**src/rtl/reg_file_mp_pkg.sv**
```systemverilog
// Shared types and default geometry for the multi-port register file.
// Pure definitions: no logic, no latency, no flow control.
package reg_file_mp_pkg;

    typedef enum logic {
        CLEAR = 1'b0,
        READY = 1'b1
    } state_t;

    localparam int DEF_DATA_W = 8;
    localparam int DEF_ADDR_W = 4;
    localparam int DEF_NUM_RD = 2;

endpackage

```
**src/rtl/reg_file_mp_clear_ctrl.sv**
```systemverilog
// Sweep controller: zeroes one entry per cycle after reset or clear_req, then flags READY.
// Sweep takes 2**ADDR_W edges; ready is registered; no backpressure (requests during a sweep are ignored).
module reg_file_mp_clear_ctrl
    import reg_file_mp_pkg::*;
#(
    parameter int ADDR_W = DEF_ADDR_W
) (
    input  logic              clk,
    input  logic              rst_n,
    input  logic              clear_req,
    output logic [ADDR_W-1:0] clr_addr,
    output logic              clr_stb,
    output state_t            state,
    output logic              ready
);

    localparam logic [ADDR_W-1:0] CNT_LAST = '1;

    state_t            state_nxt;
    logic [ADDR_W-1:0] cnt;
    logic [ADDR_W-1:0] cnt_nxt;

    always_ff @(posedge clk) begin
        if (!rst_n) begin
            state <= CLEAR;
            cnt   <= '0;
            ready <= 1'b0;
        end else begin
            state <= state_nxt;
            cnt   <= cnt_nxt;
            ready <= (state_nxt == READY);
        end
    end

    always_comb begin
        state_nxt = state;
        cnt_nxt   = cnt;
        clr_stb   = 1'b0;
        case (state)
            CLEAR: begin
                // Reset held low must not let the sweep advance or write.
                clr_stb = rst_n;
                cnt_nxt = cnt + 1'b1;
                if (cnt == CNT_LAST) begin
                    state_nxt = READY;
                end
            end
            READY: begin
                if (clear_req) begin
                    state_nxt = CLEAR;
                    cnt_nxt   = '0;
                end
            end
            default: begin
                state_nxt = CLEAR;
                cnt_nxt   = '0;
            end
        endcase
    end

    assign clr_addr = cnt;

endmodule

```
**src/rtl/reg_file_mp.sv**
```systemverilog
// Register file, NUM_RD combinational read ports, one write port, self-clearing sweep; macro REG_FILE_MP_BYPASS_EN adds write-to-read forwarding.
// Writes land at the edge (reads see them next cycle, or same cycle with bypass); no backpressure, writes while ready=0 are dropped.
module reg_file_mp
    import reg_file_mp_pkg::*;
#(
    parameter int DATA_W = DEF_DATA_W,
    parameter int ADDR_W = DEF_ADDR_W,
    parameter int NUM_RD = DEF_NUM_RD
) (
    input  logic              clk,
    input  logic              rst_n,
    input  logic              RegWrite,
    input  logic [ADDR_W-1:0] write_register,
    input  logic [DATA_W-1:0] data_in,
    input  logic              clear_req,
    input  logic [ADDR_W-1:0] raddr [NUM_RD],
    output logic [DATA_W-1:0] data_out [NUM_RD],
    output logic              ready
);

    localparam int DEPTH = 2 ** ADDR_W;

    logic [DATA_W-1:0] mem [DEPTH];
    logic [ADDR_W-1:0] clr_addr;
    logic              clr_stb;
    logic              wr_en;
    state_t            state;

    reg_file_mp_clear_ctrl #(
        .ADDR_W (ADDR_W)
    ) u_clear_ctrl (
        .clk       (clk),
        .rst_n     (rst_n),
        .clear_req (clear_req),
        .clr_addr  (clr_addr),
        .clr_stb   (clr_stb),
        .state     (state),
        .ready     (ready)
    );

    // A clear request in the same cycle wins over the write.
    assign wr_en = (state == READY) && rst_n && RegWrite && !clear_req;

    always_ff @(posedge clk) begin
        if (clr_stb) begin
            mem[clr_addr] <= '0;
        end else if (wr_en) begin
            mem[write_register] <= data_in;
        end
    end

    for (genvar g = 0; g < NUM_RD; g++) begin : g_rd
        logic [DATA_W-1:0] rd_dat;

        always_comb begin
            rd_dat = '0;
            if (state == READY) begin
                rd_dat = mem[raddr[g]];
`ifdef REG_FILE_MP_BYPASS_EN
                if (RegWrite && (raddr[g] == write_register)) begin
                    rd_dat = data_in;
                end
`endif
            end
        end

        assign data_out[g] = rd_dat;
    end

endmodule

```
**config.mk**
```make
export PLATFORM = sky130hd
export DESIGN_NAME = reg_file_mp
export DESIGN_NICKNAME = d
export VERILOG_FILES = /design/src/rtl/reg_file_mp_pkg.sv /design/src/rtl/reg_file_mp_clear_ctrl.sv /design/src/rtl/reg_file_mp.sv
export SDC_FILE = /design/constraint.sdc
export NUM_CORES = 1
export LEC_CHECK = 0
export CELL_PAD_IN_SITES_DETAIL_PLACEMENT = 1
export CELL_PAD_IN_SITES_GLOBAL_PLACEMENT = 1
export CORE_MARGIN = 4
export CORE_UTILIZATION = 35
export DETAILED_ROUTE_END_ITERATION = 8
export GPL_ROUTABILITY_DRIVEN = 0
export GPL_TIMING_DRIVEN = 0
export PLACE_DENSITY = 0.63
export SLEW_MARGIN = 20
export SYNTH_ARGS = -nofsm -noshare
export SYNTH_HDL_FRONTEND = slang
export SYNTH_SLANG_ARGS = --single-unit
```
**constraint.sdc**
```tcl
create_clock -name clk -period 3.7 [get_ports clk]
set_input_delay 0.74 -clock clk [delete_from_list [all_inputs] [get_ports clk]]
set_output_delay 0.74 -clock clk [all_outputs]
set_load 0.03 [all_outputs]
```
==> flow_summary_export.csv <==
group,metric,value,unit
status,status,"finished, final reports clean",
placed_design,dp.cells,711,
worst_setup_path,cp_cell_sequence,"clkdlybuf4s50_1, buf_2, nor2_4, buf_2, a22oi_1, nand2_1, o22ai_1, clkdlybuf4s15_2",
logic_synthesis,synth_area_per_cell,14.66,um2
floorplan,die_area,20850,um2
worst_setup_path,rr_endpoint,"mem[5][6]",
logic_synthesis,synth-compound-area-share,0.09070,
logic_synthesis,synthDistinctLibCells,38,
final_layout,post_layout_nonfiller_instances,740,
detailed_routing,drtIter0Drc,286,
detailed_routing,wl_per_cell,27.16,um
hold_path,hold_path_class,"reg2reg",
clock_network,cts_tree,"yes",
worst_setup_path,cp_slowest_cell,"clkdlybuf4s50_1",
hold_path,min-delay-start,"u_clear_ctrl.clr_addr[3]",
final_layout,drive_above_1_share,0.1996,
final_layout,final_util,0.4305,
logic_synthesis,synth-edff-count,128,
grt,antenna_found_initial,0,
hold_path,hold_path_end,"u_clear_ctrl.state",
detailed_routing,vias,4324,
clock_network,clk_path_buf_depth,2,
power,power_density,453.4,nW/um2
final_layout,fin_nets,523,
logic_synthesis,yosysSeqAreaShare,0.6057,
detailed_routing,drtAntennaViolNets,0,
grt,grt_pass1_vias,4694,
logic_synthesis,synthesis.nets,469,
clock_network,clock_latency,0.43,ns
timing,fin_hold_ws,0.5308,ns
worst_setup_path,reg2reg_from,"u_clear_ctrl.state",
worst_setup_path,crit_required,2.96,ns
clock_network,root_buffer,"clkbuf_16",
detailed_routing,drc,0,
timing,tightest_slew,1.159,ns
grt,overflow,0,
clock_network,clk_pin_slew,0.06,ns
grt,grt_start_max_net_pins,17,
worst_setup_path,path_common_cell,"buf_2",
clock_network,cts_sinks,133,
placed_design,pre_cts_slack,-0.6534,ns
hold_path,min_path_cells,2,
worst_setup_path,crit_path_end_kind,"output pin",
logic_synthesis,ys_seq_elements,133,
final_layout,fin_area,7812,um2
logic_synthesis,synthCells,444,
floorplan,initial_core_util,0.3588,
grt,grt_pass1_wl,30020,um
worst_setup_path,arrival,2.92,ns
clock_network,numCtsBuffers,17,
floorplan,die_w,144.4,um
logic_synthesis,synth_top_family_by_area,"multiplexers",
clock_network,ctsResizeCount,43,
clock_network,post_cts_buffers,0,
timing,max_freq,0.2734,GHz
worst_setup_path,crit_path_max_fanout,10,
timing,fin_crit_sh,0.9886,
power,switchingPower,854.2,uW
clock_network,cts-hold-fix-buffers,0,
placed_design,hpwlAfterDp,14070,um
floorplan,die_h,144.4,um
grt,grt_usage,0.2052,
logic_synthesis,syn-cell-area,6511,um2
final_layout,area_delta_synth_final,19.98,%
timing,finalHoldViolCount,0,
floorplan,io_pins,41,
timing,slew_headroom,0.2245,
worst_setup_path,max_stage_delay,0.49,ns
timing,finClkSkew,0.006234,ns
logic_synthesis,synth_xor_area_frac,0,
final_layout,diodes,0,
logic_synthesis,synth_warnings,0,
power,ir_worst_vdd,0.3259,mV
logic_synthesis,synth_adder_area_share,0.001922,
logic_synthesis,synth_mux_area_frac,0.2083,
floorplan,rows,49,
worst_setup_path,cp-start-kind,"input port",
placed_design,port_buffers,38,
clock_network,h-tree-depth,4,
logic_synthesis,synth-simple-area-share,0.06495,
timing,final_max_slew_viol_count,0,
power,leakage,2.575,nW
power,power,3.542,mW
worst_setup_path,startpoint,"raddr[6]",
detailed_routing,route.final.wire_length,20100,um
worst_setup_path,reg2reg_setup_slack,0.90,ns
timing,setup_viol_count_final,0,
floorplan,core_area,18150,um2
logic_synthesis,synthArstFlopShare,0,
logic_synthesis,synthFlopType,"edfxtp_1",
power,p_int,2.688,mW
detailed_routing,vias_per_cell,5.843,
power,power_frac_clock,0.463,
flow_run,drv_cap,0,
power,p_comb_frac,0.066,
final_layout,nFillCells,1858,
timing,fin_crit,3.658,ns
placed_design,postPlaceCellArea,7178,um2
power,p_sw_frac,0.2412,
detailed_routing,dr.pass1.iters,4,
timing,fin_ws,0.04225,ns
worst_setup_path,worstRegToRegCells,6,
timing,final.setup.tns,0,ns
worst_setup_path,critPathKind,"in2out",
power,power_frac_seq,0.471,
==> logic make-up (layout without fill, tap and decap cells) <==
logic type                 Yosys count  in the layout
muxes                              107            107
adders and majority gates            1              1
and+or+nand+nor                     86             86
AOI/OAI and AO/OA                   84             84
buffers and inverters               33            100
DFF                                133            133
==> critical path, delay by kind of cell <==
kind	cells	cell delay, ns
compound gates	2	0.48
buf+inv	4	1.46
simple gates	2	0.22
==> worst max path at each step <==
| stage | to |
|---|---|
| floorplan | data_out[7] |
| global placement | data_out[15] |
| detailed placement | data_out[15] |
| CTS | data_out[5] |
| global route | data_out[4] |
| finish | data_out[11] |
==> flip-flops by register name (all words and copies together) (netlist names) <==
signal and cells:
mem 128, u_clear_ctrl.state 1, u_clear_ctrl.clr_addr 4
==> cells in the final DEF (no fill, tap or decap), types with 8 or more instances in the layout <==
| cell | instances |
|---|---|
| a21oi_1 | 10 |
| a22oi_1 | 33 |
| and2_1 | 9 |
| clkbuf_16 | 17 |
| clkdlybuf4s50_1 | 23 |
| edfxtp_1 | 128 |
| mux2_2 | 8 |
| mux2i_1 | 77 |
| mux4_2 | 22 |
| nand2_1 | 23 |
| nor2_1 | 23 |
| o211ai_1 | 10 |
==> area by class of cell <==
type / instances / area, um2 / area share
sequential: 133 / 3944 / 0.5048
multi-input combinational: 278 / 2424 / 0.3102
clock buffer: 17 / 425.4 / 0.05445
timing repair buffer: 38 / 377.9 / 0.04837
tap: 229 / 286.5 / 0.03668
buffer: 24 / 185.2 / 0.02370
clock inverter: 15 / 147.6 / 0.01890
inverter: 6 / 22.52 / 0.002883
==> synth_stat cells, types with 4 or more instances <==
cell / instances / share of area
inv_1: 6 / 0.0035
mux2_2: 8 / 0.014
buf_4: 11 / 0.013
nand3_1: 7 / 0.0054
clkbuf_1: 9 / 0.0052
o221ai_1: 4 / 0.0054
nand2_1: 24 / 0.014
and2_1: 10 / 0.0096
a21oi_1: 10 / 0.0077
mux4_2: 22 / 0.076
nor2b_1: 8 / 0.0077
o21ai_0: 8 / 0.0061
mux2i_1: 77 / 0.12
edfxtp_1: 128 / 0.59
o211ai_1: 10 / 0.012
a22oi_1: 34 / 0.039
buf_2: 4 / 0.0031
a31oi_1: 5 / 0.0048
nor2_1: 25 / 0.014
dfxtp_1: 5 / 0.015
==> power by group through the flow <==
stage	Combinational (mW)	Clock (mW)	Sequential, mW
detailed placement	0.225	0	1.70
finish	0.233	1.64	1.67
global placement	0.222	0	1.70
floorplan	0.135	0	1.69
CTS	0.230	1.65	1.67
global route	0.246	1.73	1.67
==> routing by layer <==
layer / wire length (um) / vias to the layer above / global-route usage
li1: - / 1897 / -
met1: 8288 / 2265 / 0.2530
met2: 10590 / 133 / 0.3611
met3: 760 / 29 / 0.03505
met4: 458 / 0 / 0.07609
met5: 0 / - / 0
Note: power is estimated with default switching activity, not from simulation.
